==> src/rtl/cam_capture_ctrl_if.sv <==
// Frame-buffer write-port bundle: camera pixel writer, auxiliary writer and
// the registered buffer port. slave = cam_capture_ctrl, master = the write sources and the frame buffer.
interface cam_capture_ctrl_if #(
   parameter int AW = 15,
   parameter int DW = 12
);
   logic          cam_we;
   logic [AW-1:0] cam_addr;
   logic [DW-1:0] cam_data;
   logic          aux_req;
   logic [AW-1:0] aux_addr;
   logic [DW-1:0] aux_data;
   logic          aux_gnt;
   logic          mem_we;
   logic [AW-1:0] mem_addr;
   logic [DW-1:0] mem_data;

   modport slave (
      input  cam_we, cam_addr, cam_data,
      input  aux_req, aux_addr, aux_data,
      output aux_gnt,
      output mem_we, mem_addr, mem_data
   );

   modport master (
      output cam_we, cam_addr, cam_data,
      output aux_req, aux_addr, aux_data,
      input  aux_gnt,
      input  mem_we, mem_addr, mem_data
   );
endinterface

==> src/rtl/cam_capture_ctrl.sv <==
// Frame-capture sequencer and frame-buffer write-port arbiter (CAM_pclk domain).
// Define CAM_CTRL_AUX_EN to enable the auxiliary writer; otherwise aux_gnt is tied low.
module cam_capture_ctrl #(
   parameter int AW       = 15,
   parameter int DW       = 12,
   parameter int IMG_SIZE = 19200
) (
   input  logic               CAM_pclk,
   input  logic               rst,
   input  logic               CAM_vsync,
   input  logic               cmd_start,
   input  logic               cmd_cont,
   input  logic               cmd_abort,
   cam_capture_ctrl_if.slave  bus,
   output logic               busy,
   output logic               frame_done,
   output logic               frame_err,
   output logic [AW:0]        pix_count
);

   localparam logic [AW:0] IMG_MAX = (AW+1)'(IMG_SIZE);

   typedef enum logic [1:0] {
      IDLE    = 2'b00,
      ARMED   = 2'b01,
      CAPTURE = 2'b10
   } state_t;

   state_t      state, state_n;
   logic        vsync_q;
   logic        vs_fall, vs_rise;
   logic        in_cap, cam_fwd, cam_drop;
   logic        done_c, err_c, start_acc, arm_hit;
   logic        aux_sel;
   logic [AW:0] pix_inc;

   assign vs_fall = ~CAM_vsync &  vsync_q;
   assign vs_rise =  CAM_vsync & ~vsync_q;

   always_ff @(posedge CAM_pclk) begin
      if (rst) begin
         vsync_q <= 1'b0;
         state   <= IDLE;
      end else begin
         vsync_q <= CAM_vsync;
         state   <= state_n;
      end
   end

   always_comb begin
      state_n = state;
      if (cmd_abort) begin
         state_n = IDLE;
      end else begin
         case (state)
            IDLE:    if (cmd_start) state_n = ARMED;
            ARMED:   if (vs_fall)   state_n = CAPTURE;
            CAPTURE: if (vs_rise)   state_n = cmd_cont ? ARMED : IDLE;
            default:                state_n = IDLE;
         endcase
      end
   end

   // Abort wins over everything in its cycle: nothing is counted, flagged or completed.
   always_comb begin
      in_cap    = (state == CAPTURE) & ~cmd_abort;
      cam_fwd   = in_cap & bus.cam_we & (pix_count < IMG_MAX);
      cam_drop  = in_cap & bus.cam_we & ~(pix_count < IMG_MAX);
      pix_inc   = pix_count + {{AW{1'b0}}, cam_fwd};
      done_c    = in_cap & vs_rise & (pix_inc == IMG_MAX);
      err_c     = cam_drop | (in_cap & vs_rise & (pix_inc != IMG_MAX));
      start_acc = (state == IDLE) & cmd_start & ~cmd_abort;
      arm_hit   = (state == ARMED) & vs_fall & ~cmd_abort;
   end

`ifdef CAM_CTRL_AUX_EN
   always_comb bus.aux_gnt = ~rst & bus.aux_req & ~((state == CAPTURE) & bus.cam_we);
   assign aux_sel = bus.aux_gnt;
`else
   logic aux_unused;
   assign aux_unused = bus.aux_req;
   always_comb bus.aux_gnt = 1'b0;
   assign aux_sel = 1'b0;
`endif

   always_ff @(posedge CAM_pclk) begin
      if (rst) begin
         bus.mem_we   <= 1'b0;
         bus.mem_addr <= '0;
         bus.mem_data <= '0;
      end else if (cam_fwd) begin
         bus.mem_we   <= 1'b1;
         bus.mem_addr <= bus.cam_addr;
         bus.mem_data <= bus.cam_data;
      end else if (aux_sel) begin
         bus.mem_we   <= 1'b1;
         bus.mem_addr <= bus.aux_addr;
         bus.mem_data <= bus.aux_data;
      end else begin
         bus.mem_we   <= 1'b0;
      end
   end

   always_ff @(posedge CAM_pclk) begin
      if (rst) begin
         busy       <= 1'b0;
         frame_done <= 1'b0;
         frame_err  <= 1'b0;
         pix_count  <= '0;
      end else begin
         busy       <= (state_n != IDLE);
         frame_done <= done_c;
         if (start_acc)  frame_err <= 1'b0;
         else if (err_c) frame_err <= 1'b1;
         if (start_acc | arm_hit) pix_count <= '0;
         else if (cam_fwd)        pix_count <= pix_inc;
      end
   end

endmodule

==> src/flat_wrapper.sv <==
// flat-port wrapper written by rule: the top's interface ports become plain ports
module cam_capture_ctrl_flat 
#(
   parameter int AW       = 15,
   parameter int DW       = 12,
   parameter int IMG_SIZE = 19200
)
  (CAM_pclk, rst, CAM_vsync, cmd_start, cmd_cont, cmd_abort, busy, frame_done, frame_err, pix_count, bus_cam_we, bus_cam_addr, bus_cam_data, bus_aux_req, bus_aux_addr, bus_aux_data, bus_aux_gnt, bus_mem_we, bus_mem_addr, bus_mem_data);
  cam_capture_ctrl_if #(.AW(AW), .DW(DW)) bus_i ();
  input  logic CAM_pclk;
  input  logic rst;
  input  logic CAM_vsync;
  input  logic cmd_start;
  input  logic cmd_cont;
  input  logic cmd_abort;
  output logic busy;
  output logic frame_done;
  output logic frame_err;
  output logic [AW:0] pix_count;
  input wire logic [$bits(bus_i.cam_we)-1:0] bus_cam_we;
  input wire logic [$bits(bus_i.cam_addr)-1:0] bus_cam_addr;
  input wire logic [$bits(bus_i.cam_data)-1:0] bus_cam_data;
  input wire logic [$bits(bus_i.aux_req)-1:0] bus_aux_req;
  input wire logic [$bits(bus_i.aux_addr)-1:0] bus_aux_addr;
  input wire logic [$bits(bus_i.aux_data)-1:0] bus_aux_data;
  output wire logic [$bits(bus_i.aux_gnt)-1:0] bus_aux_gnt;
  output wire logic [$bits(bus_i.mem_we)-1:0] bus_mem_we;
  output wire logic [$bits(bus_i.mem_addr)-1:0] bus_mem_addr;
  output wire logic [$bits(bus_i.mem_data)-1:0] bus_mem_data;
  assign bus_i.cam_we = bus_cam_we;
  assign bus_i.cam_addr = bus_cam_addr;
  assign bus_i.cam_data = bus_cam_data;
  assign bus_i.aux_req = bus_aux_req;
  assign bus_i.aux_addr = bus_aux_addr;
  assign bus_i.aux_data = bus_aux_data;
  assign bus_aux_gnt = bus_i.aux_gnt;
  assign bus_mem_we = bus_i.mem_we;
  assign bus_mem_addr = bus_i.mem_addr;
  assign bus_mem_data = bus_i.mem_data;
  cam_capture_ctrl #(.AW(AW), .DW(DW), .IMG_SIZE(IMG_SIZE)) u_core (.CAM_pclk(CAM_pclk), .rst(rst), .CAM_vsync(CAM_vsync), .cmd_start(cmd_start), .cmd_cont(cmd_cont), .cmd_abort(cmd_abort), .bus(bus_i), .busy(busy), .frame_done(frame_done), .frame_err(frame_err), .pix_count(pix_count));
endmodule
==> config.mk <==
export PLATFORM = sky130hd
export DESIGN_NAME = cam_capture_ctrl_flat
export DESIGN_NICKNAME = d
export VERILOG_FILES = /design/src/rtl/cam_capture_ctrl_if.sv /design/src/rtl/cam_capture_ctrl.sv /design/src/flat_wrapper.sv
export SDC_FILE = /design/constraint.sdc
export NUM_CORES = 1
export LEC_CHECK = 0
export ABC_AREA = 1
export CORE_ASPECT_RATIO = 1.25
export CORE_MARGIN = 5
export CORE_UTILIZATION = 40
export CTS_CLUSTER_SIZE = 28
export DETAILED_ROUTE_END_ITERATION = 10
export PLACE_DENSITY = 0.91
export SLEW_MARGIN = 20
export SYNTH_ARGS = -nofsm -noshare
export SYNTH_HDL_FRONTEND = slang
export SYNTH_SLANG_ARGS = --single-unit
==> constraint.sdc <==
create_clock -name CAM_pclk -period 3.5 [get_ports CAM_pclk]
set_input_delay 0.7 -clock CAM_pclk [delete_from_list [all_inputs] [get_ports CAM_pclk]]
set_output_delay 0.7 -clock CAM_pclk [all_outputs]
set_load 0.02 [all_outputs]
After elaboration in Yosys (flattened, before gate mapping)
Cells that the tools add are included.
{"block": "word_totals", "mem_count": 0, "romBits": 0, "output_inout_bits": 48, "latch_bits": 0, "inputBits": 62, "ram_bits": 0, "register_bits": 50}
{"block": "op_classes", "shifts": 0, "muxes": 7, "div_mod_pow": 0, "magnitude_cmp": 1, "bitwise_logic": 19, "n_mul": 0, "addsub": 1, "n_eq_ne": 4, "n_reduce_logical": 4}
{"op": "adder 16 x 1 -> 16 bit", "n": 1}
{"op": "== test 16 x 15 -> 1 bit, second input constant", "n": 1}
{"op": "< comparator 16 x 15 -> 1 bit, second input constant", "n": 1}
{"op": "inequality test 16 x 15 -> 1 bit, second input constant", "n": 1}
{"op": "AND 1 bit", "n": 13}
{"op": "2-to-1 mux 2 bit", "n": 4}
{"op": "one-hot mux 2 bit (3 select lines)", "n": 1}
{"op": "inverter 1 bit", "n": 4}
{"op": "OR reduction 2 bit", "n": 2}
{"op": "== test 2 x 1 -> 1 bit, second input constant", "n": 1}
{"op": "== test 2 bit, second input constant", "n": 1}
{"op": "logical NOT 2 bit", "n": 1}
{"op": "2-to-1 mux 1 bit", "n": 2}
{"op": "bitwise OR 1 bit", "n": 2}
{"op": "nonzero test 2 bit", "n": 1}

Logic depth before layout (Yosys ltp)
Gate-level depths: netlist of the first run.
{"block": "logic_depth", "word_depth": 8, "mapped_depth": 20, "mapped_depth_nobuf": 19}

Worst setup path after synthesis of the first run
OpenSTA, ideal clock, no wires.
{"block": "synth_path", "kind": "input-to-reg", "from": "in cmd_abort", "to": "reg u_core.frame_err", "stages": 14, "t_required_ns": 3.434, "setup_time_ns": 0.066, "n_path_buf": 1, "path_slack_ns": 0.828, "t_arrival_ns": 2.606, "path_cell_list": "inv_1 > nand3_1 > nor2_8 > buf_4 > ha_1 > ha_1 > nand3_1 > nor2_1 > nand3_1 > xor2_1 > nor2_4 > nand2_1 > nand2_1 > a21oi_2"}
{"block": "synth_via", "elab_chain_cells": 8, "elab_cells_between_ends": 12, "cone_classes": "add/sub: 1; eq/ne: 1; bitwise: 9; reduce/logical: 1"}
{"item": "start, declared", "line": "flat_wrapper.sv:15", "text": "input logic cmd_abort;"}
{"item": "inverter 1 bit", "line": "cam_capture_ctrl.sv:66", "text": "in_cap = (state == CAPTURE) & ~cmd_abort;"}
{"item": "AND 1 bit", "line": "cam_capture_ctrl.sv:66"}
{"item": "AND 1 bit (2 in series)", "line": "cam_capture_ctrl.sv:67", "text": "cam_fwd = in_cap & bus.cam_we & (pix_count < IMG_MAX);"}
{"item": "via u_core.cam_fwd", "line": "cam_capture_ctrl.sv:32", "text": "logic in_cap, cam_fwd, cam_drop;"}
{"item": "adder 16 x 1 -> 16 bit", "line": "cam_capture_ctrl.sv:69", "text": "pix_inc = pix_count + {{AW{1'b0}}, cam_fwd};"}
{"item": "inequality test 16 x 15 -> 1 bit", "line": "cam_capture_ctrl.sv:71", "text": "err_c = cam_drop | (in_cap & vs_rise & (pix_inc != IMG_MAX));"}
{"item": "AND 1 bit", "line": "cam_capture_ctrl.sv:71"}
{"item": "bitwise OR 1 bit", "line": "cam_capture_ctrl.sv:71"}
{"item": "end signal, assigned", "line": "cam_capture_ctrl.sv:108", "text": "frame_err <= 1'b0;"}
{"item": "end signal, assigned", "line": "cam_capture_ctrl.sv:113", "text": "if (start_acc) frame_err <= 1'b0;"}
{"item": "end signal, assigned", "line": "cam_capture_ctrl.sv:114", "text": "else if (err_c) frame_err <= 1'b1;"}
{"item": "end, declared", "line": "cam_capture_ctrl.sv:17", "text": "output logic frame_err,"}
The timed path passes the listed nets, and every way through them passes these cells.
A chain may end at the register's enable or synchronous reset.

Worst setup path after layout of the first run
{"block": "layout_path", "from": "in cmd_abort", "to": "reg u_core.frame_err"}
{"block": "layout_via", "elab_chain_cells": 8, "elab_cells_between_ends": 12, "cone_classes": "add/sub: 1; eq/ne: 1; bitwise: 9; reduce/logical: 1"}
{"item": "inverter 1 bit (*)", "line": "cam_capture_ctrl.sv:66, cam_capture_ctrl.sv:72"}
{"item": "AND 1 bit", "line": "cam_capture_ctrl.sv:66"}
{"item": "AND 1 bit", "line": "cam_capture_ctrl.sv:67, cam_capture_ctrl.sv:68"}
{"item": "AND 1 bit", "line": "cam_capture_ctrl.sv:67"}
{"item": "adder 16 x 1 -> 16 bit", "line": "cam_capture_ctrl.sv:69"}
{"item": "inequality test 16 x 15 -> 1 bit", "line": "cam_capture_ctrl.sv:71"}
{"item": "AND 1 bit", "line": "cam_capture_ctrl.sv:71"}
{"item": "bitwise OR 1 bit", "line": "cam_capture_ctrl.sv:71"}
Mark *: on every way between the ends. The rest lies on a longest branch, timed or not.

==> results by group, run 1 <==
Status
  • Run status: completed

Finish
  • Fillers: 472
  • Final cell count without fillers: 460
  • ANT cells: 0
  • Layout cells sized above 1: 6.82%
  • Fin nets: 459
  • Core Util, Final: 58.5%
  • Area grow syn2layout: 41.5%

Timing
  • Max Freq: ~330 MHz
  • Unrepaired setup endpoints after global routing: false
  • Final Hold Vio Count: 0
  • Fin. max-slew vios: 0
  • Least-Margin Pin Slew: 731 ps
  • Layout Skew: 5.00 ps
  • Crit path time final: between 2000 and 3000 ps
  • Relative slew margins: 51.3%
  • Final TNS setup: 0 ps
  • Tcrit/Tclk final: 85.3%
  • # setup viols final: 0

Clock network
  • Cts hold-fix bufs: 0
  • Post-CTS Repair Setup Buffers: 0
  • Worst-path clk slew: about 90 ps
  • CTS buffer count: 5
  • Worst-case clock buffer depth: 2
  • PostCTS Resize Cnt: 0
  • Worst-Skew Late Latency: 300 ps
  • Clk root buf: clkbuf_8
  • Clock sinks: 50
  • CTS tree: built
  • H-tree depth: 2

Setup path
  • Data required time of the critical path: 3740 ps
  • CP Launch Type: input port
  • Critical-path maximum fanout: 4
  • Worst reg-to-reg path cell count: 15
  • Buf+Inv Stages, Crit Path: 2
  • Data arrival, critical path: between 3000 and 4000 ps
  • R2r endpoint: u_core.frame_err$_SDFFE_PP0P_
  • R2R Setup Slk: 860 ps
  • Kind of cell adding the most delay to the critical path: simple AND/OR/NAND/NOR gates
  • Crit. End Element: register
  • CP peak stage delay: 460 ps
  • Worst reg2reg path startpoint: u_core.pix_count[12]$_SDFFE_PP0P_
  • Setup CP Type: in -> reg
  • CP Cell Sequence: clkdlybuf4s50_1 > inv_1 > nand3_1 > nor2_8 > ha_1 > ha_1 > nand3_1 > nor2_1 > nand3_1 > xor2_1 > nor2_4 > nand2_1 > nand2_1 > a21oi_2
  • Crit-path slowest cell: clkdlybuf4s50_1
  • Most used cell, CP: nand3_1

Route
  • First-pass DRT Iterations: 6
  • ANT nets after route: 0
  • DR vias/cell: 5.08
  • Iteration-0 DRC count of the detailed router: 143
  • Final WL: 6160 µm
  • DRC: 0
  • Routed len/inst: 13.4 µm
  • Routed vias: around 2.3k

Yosys
  • #FFs+latches synth: 50
  • Number of synthesized flops with an enable pin: 0
  • Main combinational cell family by area after synthesis: simple AND/OR/NAND/NOR gates
  • Yosys warns: 0
  • Post-synthesis adder-cell area fraction: 1.10%
  • Mapped Area: 2270 µm²
  • Avg Inst Size Synth: a little over 7 µm²
  • Unique masters post-synth: 32
  • Synth Area in XOR/XNOR: 1.49%
  • Ys async rst share: 0%
  • Synth Area in Simple Gates: 32.2%
  • Sequential share of the synthesized area: 44.2%
  • Synth Area in Compound Gates: 13.4%
  • Mapped Nets: 382
  • Synthesized instance count: 318
  • Top FF cell, synth: dfxtp_1
  • Mux cell area share after synthesis: 0%

Place
  • Dpl cells: 452
  • # port buffers: 80
  • Post-DP HPWL: between 4000 and 5000 µm
  • Gpl congestion: 0.914

Floorplan
  • Full die area: 7280 µm²
  • Core area: 5480 µm²
  • # rows: 30
  • IO Count: 110
  • Die height: 94.2 µm
  • Die width: 77.3 µm
  • Initial Utilization: 41.4%

Min path
  • Hold depth: 2
  • Worst Hold Endpoint: u_core.bus.mem_data[5]$_SDFFE_PP0P_
  • HP Start: u_core.bus.mem_data[5]$_SDFFE_PP0P_
  • Hold Crit Class: reg -> reg

Power
  • Sw Share: 20.9%
  • Int Power: 0.822 mW
  • Total power: 1.04 mW
  • Seq pwr share: 55.1%
  • Psw: 0.217 mW
  • Pwr dens: between 300 and 400 nW/µm²
  • Leak: 1.29 nW
  • Logic gate share of total power: 6.4%
  • Clk pwr share: just under 40%
  • Peak supply drop: 0.200 mV

Flow run
  • Max-cap viol count: 0

Global routing
  • GRT overflow: 0
  • Vias in the first global route: 2290
  • Total track usage: 16.9%
  • First-pass GRT wire length: between 10000 and 15000 µm
  • Largest net degree at the start of global routing: 45
  • Initial antenna violation count: 0
-- through the flow --
step | cell area, µm² | hold slack [ps] | setup slack (ps)
final | 3210 | 506 | 513
after detailed placement | 3100 | 486 | 269
after floorplan | 2270 | 531 | 828
after CTS | 3210 | 513 | 513
after global placement | 3100 | 477 | 307
after global routing | 3210 | 526 | 288
-- how the worst max path moves through the flow --
stage	from	end	slack, ps	cells past startpoint
finish	cmd_abort	u_core.frame_err$_SDFFE_PP0P_	510	14
global route	cmd_abort	u_core.frame_err$_SDFFE_PP0P_	290	14
CTS	cmd_abort	u_core.frame_err$_SDFFE_PP0P_	510	14
detailed placement	cmd_abort	u_core.frame_err$_SDFFE_PP0P_	270	14
global placement	cmd_abort	u_core.frame_err$_SDFFE_PP0P_	310	14
floorplan	cmd_abort	u_core.frame_err$_SDFFE_PP0P_	830	14
-- cell usage after synthesis (3+ instances only) --
cell       n  area share [%]
nor2_1    90              15
dfxtp_1   50              44
nand2_1   41             6.8
o21ai_1   27             6.0
inv_1     23             3.8
o21ai_0   15             3.3
a21oi_1   14             3.1
nand3_1   13             2.9
buf_2      6             1.3
nand4_1    5             1.4
nor2_4     4             2.0
clkbuf_1   3            0.50
nand2_2    3            0.83
-- metal layers --
metal / track usage, % / vias up / routed length [µm]
met5: 0 / - / 0
met4: 9.31 / 0 / 211
met3: 5.47 / 20 / 532
met2: 30.1 / 95 / 3190
met1: 17.2 / 1057 / 2230
li1: - / 1166 / -
-- registers in the layout, summed over array words and instances, names as in the netlist --
register,count
u_core.state,2
u_core.pix_count,16
u_core.frame_done,1
u_core.vsync_q,1
u_core.bus.mem_data,12
u_core.frame_err,1
u_core.bus.mem_we,1
u_core.busy,1
u_core.bus.mem_addr,15
-- power groups by stage --
stage | registers, mW | logic, mW | clock network [mW]
after floorplan | 0.587 | 0.0185 | 0
after global placement | 0.585 | 0.0644 | 0
after detailed placement | 0.586 | 0.0657 | 0
after CTS | 0.572 | 0.0659 | 0.412
after global routing | 0.573 | 0.0709 | 0.439
final | 0.572 | 0.0664 | 0.400
-- cells by family (layout without fill, tap and decap cells) --
family | after synthesis | count (layout)
and+or+nand+nor | 164 | 164
AOI/OAI and AO/OA | 59 | 59
DFF | 50 | 50
buffers and inverters | 39 | 117
xor gates and xnor gates | 3 | 3
adders and majority gates | 2 | 2
other | 1 | 1
-- tightest hold or removal path: cells and delay by family, from the launching register on --
kind / cells / cell delay (ps)
DFF: 1 / 330
AOI/OAI and AO/OA: 1 / 70
and+or+nand+nor: 1 / 70
-- layout make-up --
class                   count  area (µm²)  area share [%]
clock inverters             3        40.0            1.25
well taps                  64        80.1            2.50
multi-input cells         229        1100            34.2
inverters                  26        97.6            3.04
clock buffers               5        68.8            2.15
repair buffers             83         823            25.7
flip-flops and latches     50        1000            31.2
-- cell usage in the layout, fill, tap and decap left out, drive strengths merged --
cell,synthesis,final
nand4,5,5
xor2,3,3
nand3,15,15
buf,10,3
a21boi,1,1
nor2,97,97
a21oi,15,15
o21bai,1,1
nor3,1,1
nand2,44,44
ha,2,2
o21ai,42,42
conb,1,1
inv,25,25
bufinv,0,1
nor4,1,1
nand3b,1,1
clkdlybuf4s50,0,80
clkinv,1,3
dfxtp,50,50
clkbuf,3,5
No activity file was read; power rests on OpenSTA's default activity.
==> run 2: changes to the inputs <==
Settings changed: PLACE_DENSITY 0.91 to 0.8.
==> results by group, run 2 (synthesized netlist as in run 1, its figures left out) <==
Status
  • Run status: completed

Clock network
  • Post-CTS Repair Setup Buffers: 0
  • Cts hold-fix bufs: 0
  • H-tree depth: 2
  • CTS buffer count: 5
  • Worst-Skew Late Latency: about 300 ps
  • Worst-path clk slew: 90 ps
  • Clk root buf: clkbuf_8
  • PostCTS Resize Cnt: 0
  • Clock sinks: 50
  • CTS tree: built
  • Worst-case clock buffer depth: 2

Route
  • DRC: 0
  • Routed vias: 2279
  • Routed len/inst: 12.7 µm
  • Final WL: 5830 µm
  • Iteration-0 DRC count of the detailed router: 143
  • First-pass DRT Iterations: 4
  • DR vias/cell: 4.99
  • ANT nets after route: 0

Setup path
  • R2r endpoint: u_core.frame_err$_SDFFE_PP0P_
  • Crit. End Element: register
  • Worst reg-to-reg path cell count: 15
  • Critical-path maximum fanout: 4
  • Data required time of the critical path: approximately 3800 ps
  • CP peak stage delay: roughly 460 ps
  • Crit-path slowest cell: clkdlybuf4s50_1
  • CP Cell Sequence: clkdlybuf4s50_1 > inv_1 > nand3_1 > nor2_8 > ha_1 > ha_1 > nand3_1 > nor2_1 > nand3_1 > xor2_1 > nor2_4 > nand2_1 > nand2_1 > a21oi_2
  • Buf+Inv Stages, Crit Path: 2
  • Setup CP Type: in -> reg
  • Most used cell, CP: nand3_1
  • R2R Setup Slk: 900 ps
  • Data arrival, critical path: 3230 ps
  • Worst reg2reg path startpoint: u_core.pix_count[12]$_SDFFE_PP0P_
  • CP Launch Type: input port
  • Kind of cell adding the most delay to the critical path: simple AND/OR/NAND/NOR gates

Floorplan
  • Full die area: 7280 µm²
  • Die height: 94.2 µm
  • Core area: ~5500 µm²
  • Initial Utilization: 41.4%
  • # rows: 30
  • Die width: 77.3 µm
  • IO Count: 110

Min path
  • Worst Hold Endpoint: u_core.bus.mem_addr[10]$_SDFFE_PP0P_
  • Hold depth: 2
  • Hold Crit Class: reg -> reg
  • HP Start: u_core.bus.mem_addr[10]$_SDFFE_PP0P_

Timing
  • Fin. max-slew vios: 0
  • Relative slew margins: 37.1%
  • Max Freq: 336 MHz
  • Least-Margin Pin Slew: 940 ps
  • Unrepaired setup endpoints after global routing: false
  • Final worst setup slack: approximately 520 ps
  • Crit path time final: 2980 ps
  • Final Hold Vio Count: 0
  • # setup viols final: 0
  • Layout Skew: 8.62 ps
  • Final TNS setup: 0 ps
  • Tcrit/Tclk final: 85.1%

Power
  • Pwr dens: 305 nW/µm²
  • Total power: 0.970 mW
  • Peak supply drop: 0.262 mV
  • Leak: 1.27 nW

Finish
  • Max FFs per register: 16
  • Leading cell types in the layout, fill and taps excluded: nor2_1, clkdlybuf4s50_1, dfxtp_1
  • Biggest register: u_core.pix_count
  • Area grow syn2layout: 40.0%
  • Top flop regs: u_core.pix_count x16, u_core.bus.mem_addr x15, u_core.bus.mem_data x12
  • Leading cell type in the layout, fill and taps excluded: nor2_1
  • ANT cells: 0
  • Layout cells sized above 1: 6.11%
  • Fin nets: 458

Place
  • DP Worst Slack: 197 ps
  • Post-DP HPWL: roughly 4200 µm
  • # port buffers: 80
  • Gpl congestion: 0.868

Global routing
  • Largest net degree at the start of global routing: between 40 and 50
  • First-pass GRT wire length: 9630 µm
  • Vias in the first global route: roughly 2.3k
  • GRT overflow: 0
  • Initial antenna violation count: 0
  • Total track usage: 16.1%

Flow run
  • Max-cap viol count: 0
-- run 2: cell count changes in the layout (fill, tap and decap cells not counted) --
cell	change
clkbuf_8	+1
clkinv_2	-2
buf_4	-1
bufinv_16	-1
-- run 2: where the power goes --
| group | leakage [nW] | switching [mW] | total (mW) | internal [mW] |
|---|---|---|---|---|
| registers | 0.403 | 0.00141 | 0.572 | 0.571 |
| clock network | 0.0431 | 0.180 | 0.333 | 0.153 |
| logic | 0.823 | 0.0247 | 0.0645 | 0.0399 |
| total | 1.27 | 0.206 | 0.970 | 0.763 |
-- run 2: worst max path at each step --
| stage | from | endpoint | slack (ps) | depth (start not counted) |
|---|---|---|---|---|
| global route | cmd_abort | u_core.frame_err$_SDFFE_PP0P_ | 180 | 17 |
| finish | cmd_abort | u_core.frame_err$_SDFFE_PP0P_ | 520 | 14 |
| detailed placement | cmd_abort | u_core.frame_err$_SDFFE_PP0P_ | 200 | 17 |
| CTS | cmd_abort | u_core.frame_err$_SDFFE_PP0P_ | 530 | 14 |
| floorplan | cmd_abort | u_core.frame_err$_SDFFE_PP0P_ | 830 | 14 |
| global placement | cmd_abort | u_core.frame_err$_SDFFE_PP0P_ | 270 | 17 |
-- run 2: cell type report --
cell class / count / area [µm²]
fillers: 554 / 2310
multi-input cells: 229 / 1100
well taps: 64 / 80.1
clock buffers: 6 / 82.6
repair buffers: 82 / 816
flip-flops and latches: 50 / 1000
inverters: 26 / 97.6
-- run 2: metrics by stage --
stage	util (%)	instances	hold WS, ps	area (µm²)
6_report	57.9	457	503	3170
3_5_place_dp	56.4	451	487	3090
5_1_grt	57.9	457	543	3170
3_3_place_gp	56.4	451	475	3090
4_1_cts	57.9	457	510	3170
2_1_floorplan	-	318	531	2270
-- run 2: layer usage --
metal,global-route usage [%],wire length (µm)
met5,0,0
met1,16.2,2310
met2,28.9,2870
met4,7.74,126
met3,6.33,519
-- run 2: tightest hold or removal path, cell delays in order, from the launching register on --
cell and delay, ps:
dfxtp_1 330, o21ai_1 70, nor2_1 70
